--- src/rtl/count_seg_display_pkg.sv ---
// Shared constants and types for the counter seven-segment display block.
// Segment patterns are active-low, bit order {g,f,e,d,c,b,a}.
package seg_display_pkg;

  localparam int NUM_DIGITS = 4;

  localparam logic [6:0] SEG_HEX_0 = 7'h40;
  localparam logic [6:0] SEG_HEX_1 = 7'h79;
  localparam logic [6:0] SEG_HEX_2 = 7'h24;
  localparam logic [6:0] SEG_HEX_3 = 7'h30;
  localparam logic [6:0] SEG_HEX_4 = 7'h19;
  localparam logic [6:0] SEG_HEX_5 = 7'h12;
  localparam logic [6:0] SEG_HEX_6 = 7'h02;
  localparam logic [6:0] SEG_HEX_7 = 7'h78;
  localparam logic [6:0] SEG_HEX_8 = 7'h00;
  localparam logic [6:0] SEG_HEX_9 = 7'h10;
  localparam logic [6:0] SEG_HEX_A = 7'h08;
  localparam logic [6:0] SEG_HEX_B = 7'h03;
  localparam logic [6:0] SEG_HEX_C = 7'h46;
  localparam logic [6:0] SEG_HEX_D = 7'h21;
  localparam logic [6:0] SEG_HEX_E = 7'h06;
  localparam logic [6:0] SEG_HEX_F = 7'h0E;
  localparam logic [6:0] SEG_BLANK = 7'h7F;

  typedef logic [1:0] digit_idx_t;

endpackage

--- src/rtl/count_seg_display_if.sv ---
// Counter inputs and display outputs of the seven-segment display block.
interface count_seg_display_if;
  logic       a0;
  logic       a1;
  logic       a2;
  logic       a3;
  logic       hold;
  logic [6:0] seg;
  logic       dp;
  logic [3:0] an;
  logic [7:0] wrap_cnt;

  modport master (output a0, a1, a2, a3, hold,
                  input  seg, dp, an, wrap_cnt);
  modport slave  (input  a0, a1, a2, a3, hold,
                  output seg, dp, an, wrap_cnt);
endinterface

--- src/rtl/count_seg_display_hex_to_seg.sv ---
// Combinational hex nibble to active-low seven-segment glyph decoder.
module hex_to_seg
  import seg_display_pkg::*;
(
  input  logic [3:0] nibble,
  output logic [6:0] seg
);

  always_comb begin
    seg = SEG_BLANK;
    case (nibble)
      4'h0: seg = SEG_HEX_0;
      4'h1: seg = SEG_HEX_1;
      4'h2: seg = SEG_HEX_2;
      4'h3: seg = SEG_HEX_3;
      4'h4: seg = SEG_HEX_4;
      4'h5: seg = SEG_HEX_5;
      4'h6: seg = SEG_HEX_6;
      4'h7: seg = SEG_HEX_7;
      4'h8: seg = SEG_HEX_8;
      4'h9: seg = SEG_HEX_9;
      4'hA: seg = SEG_HEX_A;
      4'hB: seg = SEG_HEX_B;
      4'hC: seg = SEG_HEX_C;
      4'hD: seg = SEG_HEX_D;
      4'hE: seg = SEG_HEX_E;
      4'hF: seg = SEG_HEX_F;
      default: seg = SEG_BLANK;
    endcase
  end

endmodule

--- src/rtl/count_seg_display.sv ---
// Multiplexed 4-digit display of live count, F->0 rollover count and a held count.
// All state is synchronous to clk with synchronous active-high rst.
module count_seg_display
  import seg_display_pkg::*;
#(
  parameter int REFRESH_DIV = 50000
) (
  input  logic                 clk,
  input  logic                 rst,
  count_seg_display_if.slave   bus
);

  localparam int PW = (REFRESH_DIV > 1) ? $clog2(REFRESH_DIV) : 1;
  localparam logic [PW-1:0] PRESC_MAX = PW'(REFRESH_DIV - 1);

  logic [3:0]    cnt_in;
  logic [3:0]    cnt_q;
  logic [7:0]    wrap_q;
  logic [3:0]    held_q;
  logic          held_valid;
  logic [PW-1:0] presc;
  digit_idx_t    idx;
  logic [3:0]    nibble;
  logic [6:0]    seg_dec;
  logic          wrap;
  logic          tick;
  logic [6:0]    seg_q;
  logic          dp_q;
  logic [3:0]    an_q;

  assign cnt_in = {bus.a3, bus.a2, bus.a1, bus.a0};
  assign wrap   = (cnt_q == 4'hF) && (cnt_in == 4'h0);
  assign tick   = (presc == PRESC_MAX);

  always_comb begin
    nibble = cnt_q;
    case (idx)
      2'd0: nibble = cnt_q;
      2'd1: nibble = wrap_q[3:0];
      2'd2: nibble = wrap_q[7:4];
      2'd3: nibble = held_q;
      default: nibble = cnt_q;
    endcase
  end

  hex_to_seg u_dec (
    .nibble (nibble),
    .seg    (seg_dec)
  );

  // Output registers sample the pre-edge idx/nibble, so the display lags the scan by one clk.
  always_ff @(posedge clk) begin
    if (rst) begin
      cnt_q      <= 4'h0;
      wrap_q     <= 8'h00;
      held_q     <= 4'h0;
      held_valid <= 1'b0;
      presc      <= '0;
      idx        <= 2'd0;
      an_q       <= 4'b1110;
      seg_q      <= SEG_HEX_0;
      dp_q       <= 1'b1;
    end else begin
      cnt_q <= cnt_in;
      if (wrap)
        wrap_q <= wrap_q + 8'd1;
      if (bus.hold) begin
        held_q     <= cnt_q;
        held_valid <= 1'b1;
      end
      if (tick) begin
        presc <= '0;
        idx   <= idx + 2'd1;
      end else begin
        presc <= presc + 1'b1;
      end
      an_q  <= ~(4'b0001 << idx);
      seg_q <= seg_dec;
      dp_q  <= !((idx == 2'd3) && held_valid);
    end
  end

  assign bus.seg      = seg_q;
  assign bus.dp       = dp_q;
  assign bus.an       = an_q;
  assign bus.wrap_cnt = wrap_q;

endmodule

--- src/flat_wrapper.sv ---
// flat-port wrapper written by rule: the top's interface ports become plain ports
module count_seg_display_flat import seg_display_pkg::*;
#(
  parameter int REFRESH_DIV = 50000
)
  (clk, rst, bus_a0, bus_a1, bus_a2, bus_a3, bus_hold, bus_seg, bus_dp, bus_an, bus_wrap_cnt);
  count_seg_display_if bus_i ();
  input  logic clk;
  input  logic rst;
  input wire logic [$bits(bus_i.a0)-1:0] bus_a0;
  input wire logic [$bits(bus_i.a1)-1:0] bus_a1;
  input wire logic [$bits(bus_i.a2)-1:0] bus_a2;
  input wire logic [$bits(bus_i.a3)-1:0] bus_a3;
  input wire logic [$bits(bus_i.hold)-1:0] bus_hold;
  output wire logic [$bits(bus_i.seg)-1:0] bus_seg;
  output wire logic [$bits(bus_i.dp)-1:0] bus_dp;
  output wire logic [$bits(bus_i.an)-1:0] bus_an;
  output wire logic [$bits(bus_i.wrap_cnt)-1:0] bus_wrap_cnt;
  assign bus_i.a0 = bus_a0;
  assign bus_i.a1 = bus_a1;
  assign bus_i.a2 = bus_a2;
  assign bus_i.a3 = bus_a3;
  assign bus_i.hold = bus_hold;
  assign bus_seg = bus_i.seg;
  assign bus_dp = bus_i.dp;
  assign bus_an = bus_i.an;
  assign bus_wrap_cnt = bus_i.wrap_cnt;
  count_seg_display #(.REFRESH_DIV(REFRESH_DIV)) u_core (.clk(clk), .rst(rst), .bus(bus_i));
endmodule
--- config.mk ---
export PLATFORM = sky130hd
export DESIGN_NAME = count_seg_display_flat
export DESIGN_NICKNAME = d
export VERILOG_FILES = /design/src/rtl/count_seg_display_pkg.sv /design/src/rtl/count_seg_display_if.sv /design/src/rtl/count_seg_display_hex_to_seg.sv /design/src/rtl/count_seg_display.sv /design/src/flat_wrapper.sv
export SDC_FILE = /design/constraint.sdc
export NUM_CORES = 1
export LEC_CHECK = 0
export ABC_AREA = 1
export BUFFER_PORTS_ARGS = -buffer_cell sky130_fd_sc_hd__buf_2
export CAP_MARGIN = 20
export CORE_MARGIN = 2
export CORE_UTILIZATION = 58
export DETAILED_ROUTE_END_ITERATION = 6
export HOLD_SLACK_MARGIN = 0.03
export MAX_ROUTING_LAYER = met4
export PLACE_DENSITY = 0.86
export REMOVE_ABC_BUFFERS = 1
export SLEW_MARGIN = 40
export SYNTH_ARGS = -nofsm -noshare
export SYNTH_HDL_FRONTEND = slang
export SYNTH_HIERARCHICAL = 1
export SYNTH_SLANG_ARGS = --single-unit
--- constraint.sdc ---
create_clock -name clk -period 2.3 [get_ports clk]
set_input_delay 0.23 -clock clk [delete_from_list [all_inputs] [get_ports clk]]
set_output_delay 0.23 -clock clk [all_outputs]
set_load 0.02 [all_outputs]
==> impl_results.md, run 1 <==
- Cell count after synthesis: approximately 330
- Cell Int Power: 0.00131 W
- Hold Startpoint: bus_a0
- First-pass GRT wire length: 7.88 mm
- Reg2reg setup slack: between 200 and 250 ps
- Clk pwr share: a little over two fifths
- Total grt overflow: 0
- Fraction of layout cells with a size suffix above 1: around 17%
- Via count of the first global-routing pass: 1,917
- Hold_ws: 139 ps
- Fin crit period: around 2100 ps
- Count of cell types in the netlist: 30
- Pin slew with the least headroom to its limit: about 650 ps
- H-tree levels: 2
- Final Skew: slightly above 8 ps
- Syn. warnings: 6
- Setup bufs post-CTS: 0
- Top layer in use: met4
- Status: complete, no violations
- Die area: 0.00469 mm2
- Endpoints failing setup: 0
- Sequential element share of the synthesized area: roughly two fifths
- Post-synth EDFFs: 0
- Reg2Reg Launch Point: u_core/idx[0]
- Mux share of post-synthesis cell area: 0%
- Wire length on met2: around 2.2 mm
- Die Y: between 60 and 70 um
- DRT met1 WL: around 2.1 mm
- Clk_lat worst skew: 300 ps
- Initial DRC count: 142
- Clk root buf: clkbuf_8
- Resize count post-CTS: 0
- All-layer global routing usage: roughly 23%
- Leak: about 1.2 nW
- Min-Delay Endpoint: u_core/cnt_q[0]
- Pre-antenna DRT Iters: 4
- Simple-Gate Fraction of Synth Area: about a third
- Main combinational cell family by area after synthesis: simple AND/OR/NAND/NOR gates
- Cell row count: 23
- Routed met3 length: around 180 um
- Clk slew on worst S/H paths: approximately 90 ps
- Slowest stage cell on the critical path: dfxtp_1
- Worst-case reg-to-reg path depth: 10
- Share of the synthesized area in the top cell type: 39.0%
- Max cap viols: 0
- CTS tree: yes
- Synth top cells by count: nand2_1 (79), inv_1 (48), dfxtp_1 (47)
- CTS sink count: 47
- Peak VDD IR: ~0.44 mV
- #FFs+latches synth: 47
- Gate power share: ~7.3%
- Top cells by area, synth: dfxtp_1 (39%), nand2_1 (12%), inv_1 (7.5%)
- Startpoint types: flip-flop
- Switching share of power: between 20% and 30%
- Relative slew slack: a little under three fifths
- Switch Pwr: 0.000373 W
- TNS Setup: 0 ps
- Crit Path Category: flip-flop to flip-flop
- Crit-path cells: inv_1 > ha_1 > inv_1 > nor2_1 > a31oi_1 > inv_1 > ha_1 > nand3_1 > nand2_1 > or2_2
- Mapped cell area: roughly 0.0024 mm2
- Period utilization: 91.0%
- RSZ-0062 raised after global routing: no
- ANT cells: 0
- Max Clk Rate: around 0.48 GHz
- Critical Path Max Stage Delay: 390 ps
- Post-Route WL: approximately 4.6 mm
- Hpwl dp: between 3 and 4 mm
- Largest net degree at the start of global routing: 17
- Nets: 387
- Port bufs: 26
- Critical Path AT: 2280 ps
- Xor/xnor share of the synthesized area: approximately 2.9%
- CTS buffer count: 5
- Vias/cell: slightly above 5
- Via count: around 2,100
- PD cells: about 620 mW/mm2
- Fin. max-slew vios: 0
- Synth area leader: dfxtp_1
- Core area: approximately 0.004 mm2
- DR DRC count: 0
- Synth-to-Final Area Change: 13.0%
- Crit. Startpoint: u_core/idx[0]
- Die width: 68.5 um
- Compound-gate portion of the synthesized area: 6.74%
- Most used DFF post-synth: dfxtp_1
- Initial antenna violation count: 0
- Register share of total power: roughly half
- Gpl congestion: 0.900
- Post-synth ARST share: 0%
- Critical path endpoint category: flip-flop
- Starting Density: 60.3%
- Final hold violation count: 0
- Post-Synth Adder-Cell Area: between 7 and 8%
- HP Class: input pin to flip-flop
- Antenna Nets Post-Route: 0
- Most used cell, CP: inv_1
- Syn Area/Cell: 7.23 um2
- Crit Path Max Fanout: 5
- Hold path cells: 3
- Cts hold-fix bufs: 0
- Top-count cell post-synth: nand2_1
- FF-to-FF End: u_core/bus.seg[6]
- Critical Path RT: 2490 ps
- Post-DR wirelength/cell: roughly 11 um
- Clk buf depth: 2
- IO Pins: 27
[how the worst max path moves through the flow]
stage                        end  cells after the start
2_1_floorplan  u_core/bus.seg[6]                     10
3_3_place_gp   u_core/bus.seg[6]                     11
3_5_place_dp   u_core/bus.seg[6]                     11
4_1_cts        u_core/bus.seg[6]                     11
5_1_grt        u_core/bus.seg[6]                     12
6_report       u_core/bus.seg[6]                     10
[cell type report]
type / instances / area, um2
flip-flops and latches: 47 / 941
multi-input cells: 230 / 1230
inverters: 51 / 191
repair buffers: 31 / 168
clock inverters: 3 / 67.6
clock buffers: 5 / 68.8
well taps: 50 / 62.6
fillers: 354 / 1270
[stage by stage]
step	power, W	worst slack [ps]	cell area (um2)	utilization [%]	instances
2_1_floorplan	0.000946	280	2360	-	328
3_5_place_dp	0.000989	267	2590	64.8	409
3_3_place_gp	0.000985	400	2590	64.8	409
5_1_grt	0.00174	49.4	2730	68.2	417
6_report	0.00169	208	2730	68.2	417
4_1_cts	0.00170	241	2730	68.2	417
[flip-flops by register name, indices dropped and copies added, names as in the netlist]
signal and flops:
u_core/presc 16, u_core/bus.wrap_cnt 8, u_core/bus.seg 7, u_core/bus.an 4, u_core/cnt_q 4, u_core/held_q 4
u_core/idx 2, u_core/bus.dp 1, u_core/held_valid 1
[critical path, delay by kind of cell, from the launching register on]
family	cells	cell delay, ps
DFF	1	390
adders and majority gates	2	490
buffers and inverters	3	400
and+or+nand+nor	4	470
AOI/OAI and AO/OA	1	230
[logic make-up (layout without fill, tap and decap cells)]
kind of cell,Yosys count,count (layout)
xor gates and xnor gates,8,8
adders and majority gates,14,14
buffers and inverters,57,90
DFF,47,47
AOI/OAI and AO/OA,30,30
and+or+nand+nor,178,178
[layer usage]
metal  GRT usage, %  vias to the layer above
met5              -                        -
met4           10.0                        0
met3           4.71                        5
met2           39.1                       34
met1           26.1                      954
li1               -                     1104
[layout by cell type (no fill, tap or decap)]
cell type,n
o21ai_1,1
inv_1,48
a21oi_2,1
xnor2_1,4
buf_2,26
clkinvlp_4,1
clkbuf_8,5
nand3_1,24
buf_4,5
o21ai_2,1
nor2_4,4
nand3_2,2
o21ai_0,8
nor2_1,45
nand2_4,1
nor2_2,11
nand4_1,8
ha_1,14
inv_2,1
nand2_1,79
nand3_4,1
bufinv_16,2
or2_2,1
nand2_2,1
clkinv_1,2
nor3_2,1
a31oi_1,4
xor2_1,4
dfxtp_1,47
a21oi_1,15
[power groups by stage]
stage / Clock (W) / Sequential [W] / Combinational [W]
final: 0.000715 / 0.000847 / 0.000123
after global routing: 0.000751 / 0.000850 / 0.000140
after CTS: 0.000732 / 0.000847 / 0.000123
after detailed placement: 0 / 0.000866 / 0.000123
after global placement: 0 / 0.000866 / 0.000119
after floorplan: 0 / 0.000873 / 0.0000726
(Power assumes the default switching activity.)
==> inputs of run 2 (changes only) <==
--- a/config.mk
+++ b/config.mk
@@ -9,14 +9,13 @@
 export BUFFER_PORTS_ARGS = -buffer_cell sky130_fd_sc_hd__buf_2
 export CAP_MARGIN = 20
 export CORE_MARGIN = 2
-export CORE_UTILIZATION = 58
+export CORE_UTILIZATION = 57
 export DETAILED_ROUTE_END_ITERATION = 6
 export HOLD_SLACK_MARGIN = 0.03
 export MAX_ROUTING_LAYER = met4
-export PLACE_DENSITY = 0.86
+export PLACE_DENSITY = 0.85
 export REMOVE_ABC_BUFFERS = 1
 export SLEW_MARGIN = 40
 export SYNTH_ARGS = -nofsm -noshare
 export SYNTH_HDL_FRONTEND = slang
-export SYNTH_HIERARCHICAL = 1
 export SYNTH_SLANG_ARGS = --single-unit
==> impl_results.md, run 2 <==
- Hold_ws: 136 ps
- PD cells: 628 mW/mm2
- First-pass GRT wire length: about 7.9 mm
- Critical path endpoint category: flip-flop
- Post-Route WL: about 4.5 mm
- Cell row count: 23
- Die area: roughly 0.0046 mm2
- Sequential element share of the synthesized area: 40.1%
- Starting Density: 59.1%
- Core area: approximately 0.004 mm2
- Max Clk Rate: a little under 0.5 GHz
- Clk_lat worst skew: 300 ps
- Worst-case reg-to-reg path depth: 11
- Synth-to-Final Area Change: 12.9%
- Post-synth ARST share: 0%
- Port bufs: 26
- RSZ-0062 raised after global routing: no
- Fin worst setup slack: ~240 ps
- Most used DFF post-synth: dfxtp_1
- Area of the multi-input gates: 0.00121 mm2
- Fillers: 350
- TNS Setup: 0 ps
- Cts hold-fix bufs: 0
- H-tree levels: 2
- Cell count after synthesis: around 320
- Finished Core Util: around two thirds
- Vias/cell: approximately 5.2
- #FFs+latches synth: 47
- Die Y: 68.2 um
- Relative slew slack: between 60% and 70%
- Pin slew with the least headroom to its limit: between 500 and 600 ps
- Gpl congestion: a little over 0.9
- Pre-antenna DRT Iters: 4
- Non-Filler Instances: about 400
- Clk slew on worst S/H paths: 90 ps
- CTS tree: yes
- All-layer global routing usage: 23.1%
- ANT cells: 0
- Top cells by area, synth: dfxtp_1 (40%), nand2_1 (12%), ha_1 (6.9%)
- Commonest cells after routing, fill and taps aside: nand2_1 (75), dfxtp_1 (47), inv_1 (40)
- Final Skew: 10.5 ps
- Biggest register: u_core.presc
- Pre-CTS WS: 137 ps
- Crit Path Max Fanout: 6
- Critical Path AT: 2240 ps
- Synth area leader: dfxtp_1
- Period utilization: about nine tenths
- IO Pins: 27
- Hold path cells: 3
- CTS buffer count: 5
- Status: complete, no violations
- Endpoints failing setup: 0
- Hpwl dp: approximately 3.5 mm
- Peak VDD IR: about 0.44 mV
- Largest register FFs: 16
- CTS sink count: 47
- Initial DRC count: 95
- Post-DR wirelength/cell: 11.3 um
- Synth top cells by count: nand2_1 (75), dfxtp_1 (47), inv_1 (40)
- Total grt overflow: 0
- Largest net degree at the start of global routing: 18
- Via count of the first global-routing pass: about 1,900
- Mapped cell area: about 0.0023 mm2
- Post-Place Cells: about 390
- DR DRC count: 0
- Setup bufs post-CTS: 0
- Crit Path Category: flip-flop to flip-flop
- Share of the synthesized area in the top cell type: 40.1%
- Syn Area/Cell: 7.32 um2
- Leak: 1.08 nW
- Syn. warnings: 0
- Count of cell types in the netlist: 28
- Fraction of layout cells with a size suffix above 1: between 10% and 20%
- Antenna Nets Post-Route: 0
- Initial antenna violation count: 0
- Top-count cell post-synth: nand2_1
- Nets: 370
- HP Class: input pin to flip-flop
- Clk buf depth: 2
- Final hold violation count: 0
- Clk root buf: clkbuf_8
- Startpoint types: flip-flop
- Die width: approximately 70 um
- Max cap viols: 0
- Post-synth EDFFs: 0
- Leading cell type in the layout, fill and taps excluded: nand2_1
- Fin. max-slew vios: 0
- Critical Path RT: 2480 ps
- Via count: about 2,100
- Fin crit period: 2060 ps
- Seq. cell area: ~940 um2
==> run 2: changes by cell type after synthesis, sizes merged, moves of 3 or more <==
cell and delta:
a21oi +12, inv -7, nor2 -25, a31oi -4, xnor2 -3, nor3 +8
nand4 +3
==> run 2: path summary, 6_finish.rpt <==
| check | start | end | slack [ps] |
|---|---|---|---|
| max | u_core.idx[0] | u_core.bus.seg[3] | 240 |
| min reg2reg | u_core.held_valid | u_core.bus.dp | 420 |
| max reg2reg | u_core.idx[0] | u_core.bus.seg[3] | 240 |
| min | bus_a1 | u_core.cnt_q[1] | 140 |
==> run 2: repair_timing <==
item                                    4_1_cts  5_1_grt
hold endpoints to repair                      0        0
resized for setup                             0        1
endpoints found under the setup margin        0        6
==> run 2: per-layer routing <==
metal	vias up	part of all wire, %	global-route usage, %
li1	1088	-	-
met1	944	43	25.0
met2	42	52	41.3
met3	6	3.8	5.26
met4	0	1.2	8.25
met5	-	0	-
==> run 2: per-stage QoR <==
stage | instance area, um2 | power [W]
after floorplan | 2310 | 0.000938
after global placement | 2510 | 0.000972
after detailed placement | 2510 | 0.000974
after CTS | 2650 | 0.00167
after global routing | 2650 | 0.00172
final | 2650 | 0.00167
==> run 2: kinds of logic after synthesis <==
kind of cell    share of synthesized area [%]
compound gates                           8.90
xor+xnor                                 2.24
fa+ha+maj                                6.93
buf+inv                                  8.47
flops                                    40.1
simple gates                             33.4
==> run 2: worst max-delay path: stages (launching register included) <==
cell and delay [ps]:
dfxtp_1 380, inv_1 110, ha_1 260, inv_1 150
nand2_1 100, o21ai_2 260, inv_1 140, ha_1 230
nand3_1 130, nand3_1 90, nand2_1 80, nor2_1 30
==> run 2: report_power, final <==
group / switching [W] / internal (W) / leakage, nW
clock network: 0.000276 / 0.000434 / 0.0654
logic: 0.0000713 / 0.0000379 / 0.634
registers: 0.0000113 / 0.000835 / 0.383
total: 0.000358 / 0.00131 / 1.08
==> run 2: layout make-up <==
class	count	area share, %
Clock buffer	6	2.74
Clock inverter	2	2.27
Inverter	42	5.95
Multi-Input combinational cell	226	45.7
Sequential cell	47	35.5
Tap cell	50	2.36
Timing Repair Buffer	28	5.47
==> inputs of run 3 (changes only) <==
--- a/config.mk
+++ b/config.mk
@@ -8,6 +8,7 @@
 export ABC_AREA = 1
 export BUFFER_PORTS_ARGS = -buffer_cell sky130_fd_sc_hd__buf_2
 export CAP_MARGIN = 20
+export CORE_ASPECT_RATIO = 1.4
 export CORE_MARGIN = 2
 export CORE_UTILIZATION = 57
 export DETAILED_ROUTE_END_ITERATION = 6
==> impl_results.md, run 3 (synthesis gave the netlist of run 2 again) <==
- Clk pwr share: a little over a third
- Register share of total power: a little under three fifths
- Critical path endpoint category: flip-flop
- Gate power share: about 7.4%
- Pin slew with the least headroom to its limit: 578 ps
- Switch Pwr: about 0.00035 W
- Nets: 370
- All-layer global routing usage: between 20 and 25%
- ANT cells: 0
- Die width: 58.3 um
- Relative slew slack: between 60% and 70%
- Vias/cell: around 5.3
- Commonest cells after routing, fill and taps aside: nand2_1 (75), dfxtp_1 (47), inv_1 (40)
- Post-DR wirelength/cell: 12.3 um
- Worst path depth: 11
- Via count of the first global-routing pass: about 2,000
- Die area: between 0.004 and 0.005 mm2
- DR DRC count: 0
- Clk_lat worst skew: a little under 300 ps
- Endpoints failing setup: 0
- Crit Path Category: flip-flop to flip-flop
- CTS sink count: 47
- Via count: ~2,100
- Fin worst setup slack: 225 ps
- Reg2Reg Launch Point: u_core.idx[0]
- Hpwl dp: ~3.5 mm
- Period utilization: 90.2%
- Critical Path RT: around 2500 ps
- Gpl congestion: approximately 0.9
- Cell row count: 27
- Leak: about 1.1 nW
- Most used cell, CP: inv_1
- Slowest stage cell on the critical path: dfxtp_1
- CTS buffer count: 5
- Setup bufs post-CTS: 0
- Initial antenna violation count: 0
- CTS tree: yes
- Crit. Startpoint: u_core.idx[0]
- Synth-to-Final Area Change: 11.5%
- RSZ-0062 raised after global routing: no
- Clk root buf: clkbuf_8
- Biggest register: u_core.presc
- Largest net degree at the start of global routing: 18
- Clk slew on worst S/H paths: 90 ps
- Fraction of layout cells with a size suffix above 1: approximately 17%
- IO Pins: 27
- CP endpoint: u_core.bus.seg[3]
- Clk buf depth: 2
- Initial DRC count: 108
- Crit Path Max Fanout: 6
- Status: complete, no violations
- Leading cell type in the layout, fill and taps excluded: nand2_1
- Top cell family by delay on the critical path: adder cells
- Max Clk Rate: 0.482 GHz
- Fin crit period: a little over 2000 ps
- Final Skew: 8.23 ps
- Die Y: about 80 um
- HP Class: input pin to flip-flop
- Starting Density: approximately three fifths
- Placed Instance Area: 0.00251 mm2
- Core area: about 0.0040 mm2
- Startpoint types: flip-flop
- Switching share of power: 23.3%
- Critical Path AT: approximately 2300 ps
- Reg2reg setup slack: approximately 220 ps
- Number of buffers and inverters on the critical path: 3
- Critical Path Max Stage Delay: about 400 ps
- Post-Route WL: approximately 4.8 mm
- H-tree levels: 2
- TNS Setup: 0 ps
- Pre-antenna DRT Iters: 4
- Fin. max-slew vios: 0
- Pre-CTS WS: 99.5 ps
- Crit-path cells: inv_1 > ha_1 > inv_1 > nand2_1 > o21ai_4 > inv_1 > ha_1 > nand3_1 > nand3_1 > nand2_1 > nor2_1
- Worst-case reg-to-reg path depth: 11
- PD cells: between 500 and 600 mW/mm2
- FF-to-FF End: u_core.bus.seg[3]
- Largest register FFs: 16
- Final hold violation count: 0
- First-pass GRT wire length: ~8.2 mm
- Total grt overflow: 0
- Antenna Nets Post-Route: 0
- Peak VDD IR: approximately 0.52 mV
- Fin area: roughly 0.0026 mm2
- Max cap viols: 0
- Port bufs: 26
- Cell Int Power: roughly 0.0011 W
run 3: repair_timing:
action | in CTS | in global routing
endpoints found under the setup margin | 0 | 6
gates resized for setup | 0 | 2
hold buffers | 0 | 0
run 3: cell type report:
class,instances,area (um2)
fill,353,1340
multi-input combinational,226,1220
sequential,47,941
inverter,42,158
timing repair buffer,28,145
clock buffer,8,100
tap,43,53.8
run 3: worst min-delay path by stage:
stage,start,end,slack [ps],depth (start not counted)
floorplan,rst,u_core.bus.an[0],300,1
global placement,u_core.held_valid,u_core.bus.dp,390,1
detailed placement,u_core.held_valid,u_core.bus.dp,400,1
CTS,bus_a0,u_core.cnt_q[0],150,3
global route,bus_a0,u_core.cnt_q[0],180,3
finish,bus_a0,u_core.cnt_q[0],150,3
run 3: per-layer routing:
metal / up-vias / global-route usage [%] / routed length [um]
met2: 43 / 43.4 / 2700
met5: - / - / 0
met3: 9 / 4.05 / 145
met1: 960 / 22.6 / 1880
li1: 1084 / - / -
met4: 0 / 10.7 / 118
run 3: worst reg2reg max path, delay by kind of cell (launching register included):
kind | cells | cell delay [ps]
AO/OA/AOI/OAI | 1 | 230
buffers and inverters | 3 | 390
AND/OR/NAND/NOR | 5 | 450
adder cells (fa/ha/maj) | 2 | 490
flip-flops | 1 | 400
run 3: stage by stage:
stage / hold WS [ps] / std cells / util (%) / power (W)
2_1_floorplan: 297 / 315 / - / 0.000938
3_3_place_gp: 389 / 386 / 63.4 / 0.000971
3_5_place_dp: 395 / 386 / 63.4 / 0.000974
4_1_cts: 154 / 394 / 65.9 / 0.00150
5_1_grt: 181 / 394 / 66.2 / 0.00155
6_report: 153 / 394 / 66.2 / 0.00150
run 3: power by group through the flow:
stage	sequential (W)	clock (W)	combinational [W]
5_1_grt	0.000850	0.000575	0.000127
3_3_place_gp	0.000865	0	0.000107
3_5_place_dp	0.000866	0	0.000109
6_report	0.000846	0.000539	0.000110
4_1_cts	0.000846	0.000549	0.000109
2_1_floorplan	0.000874	0	0.0000643
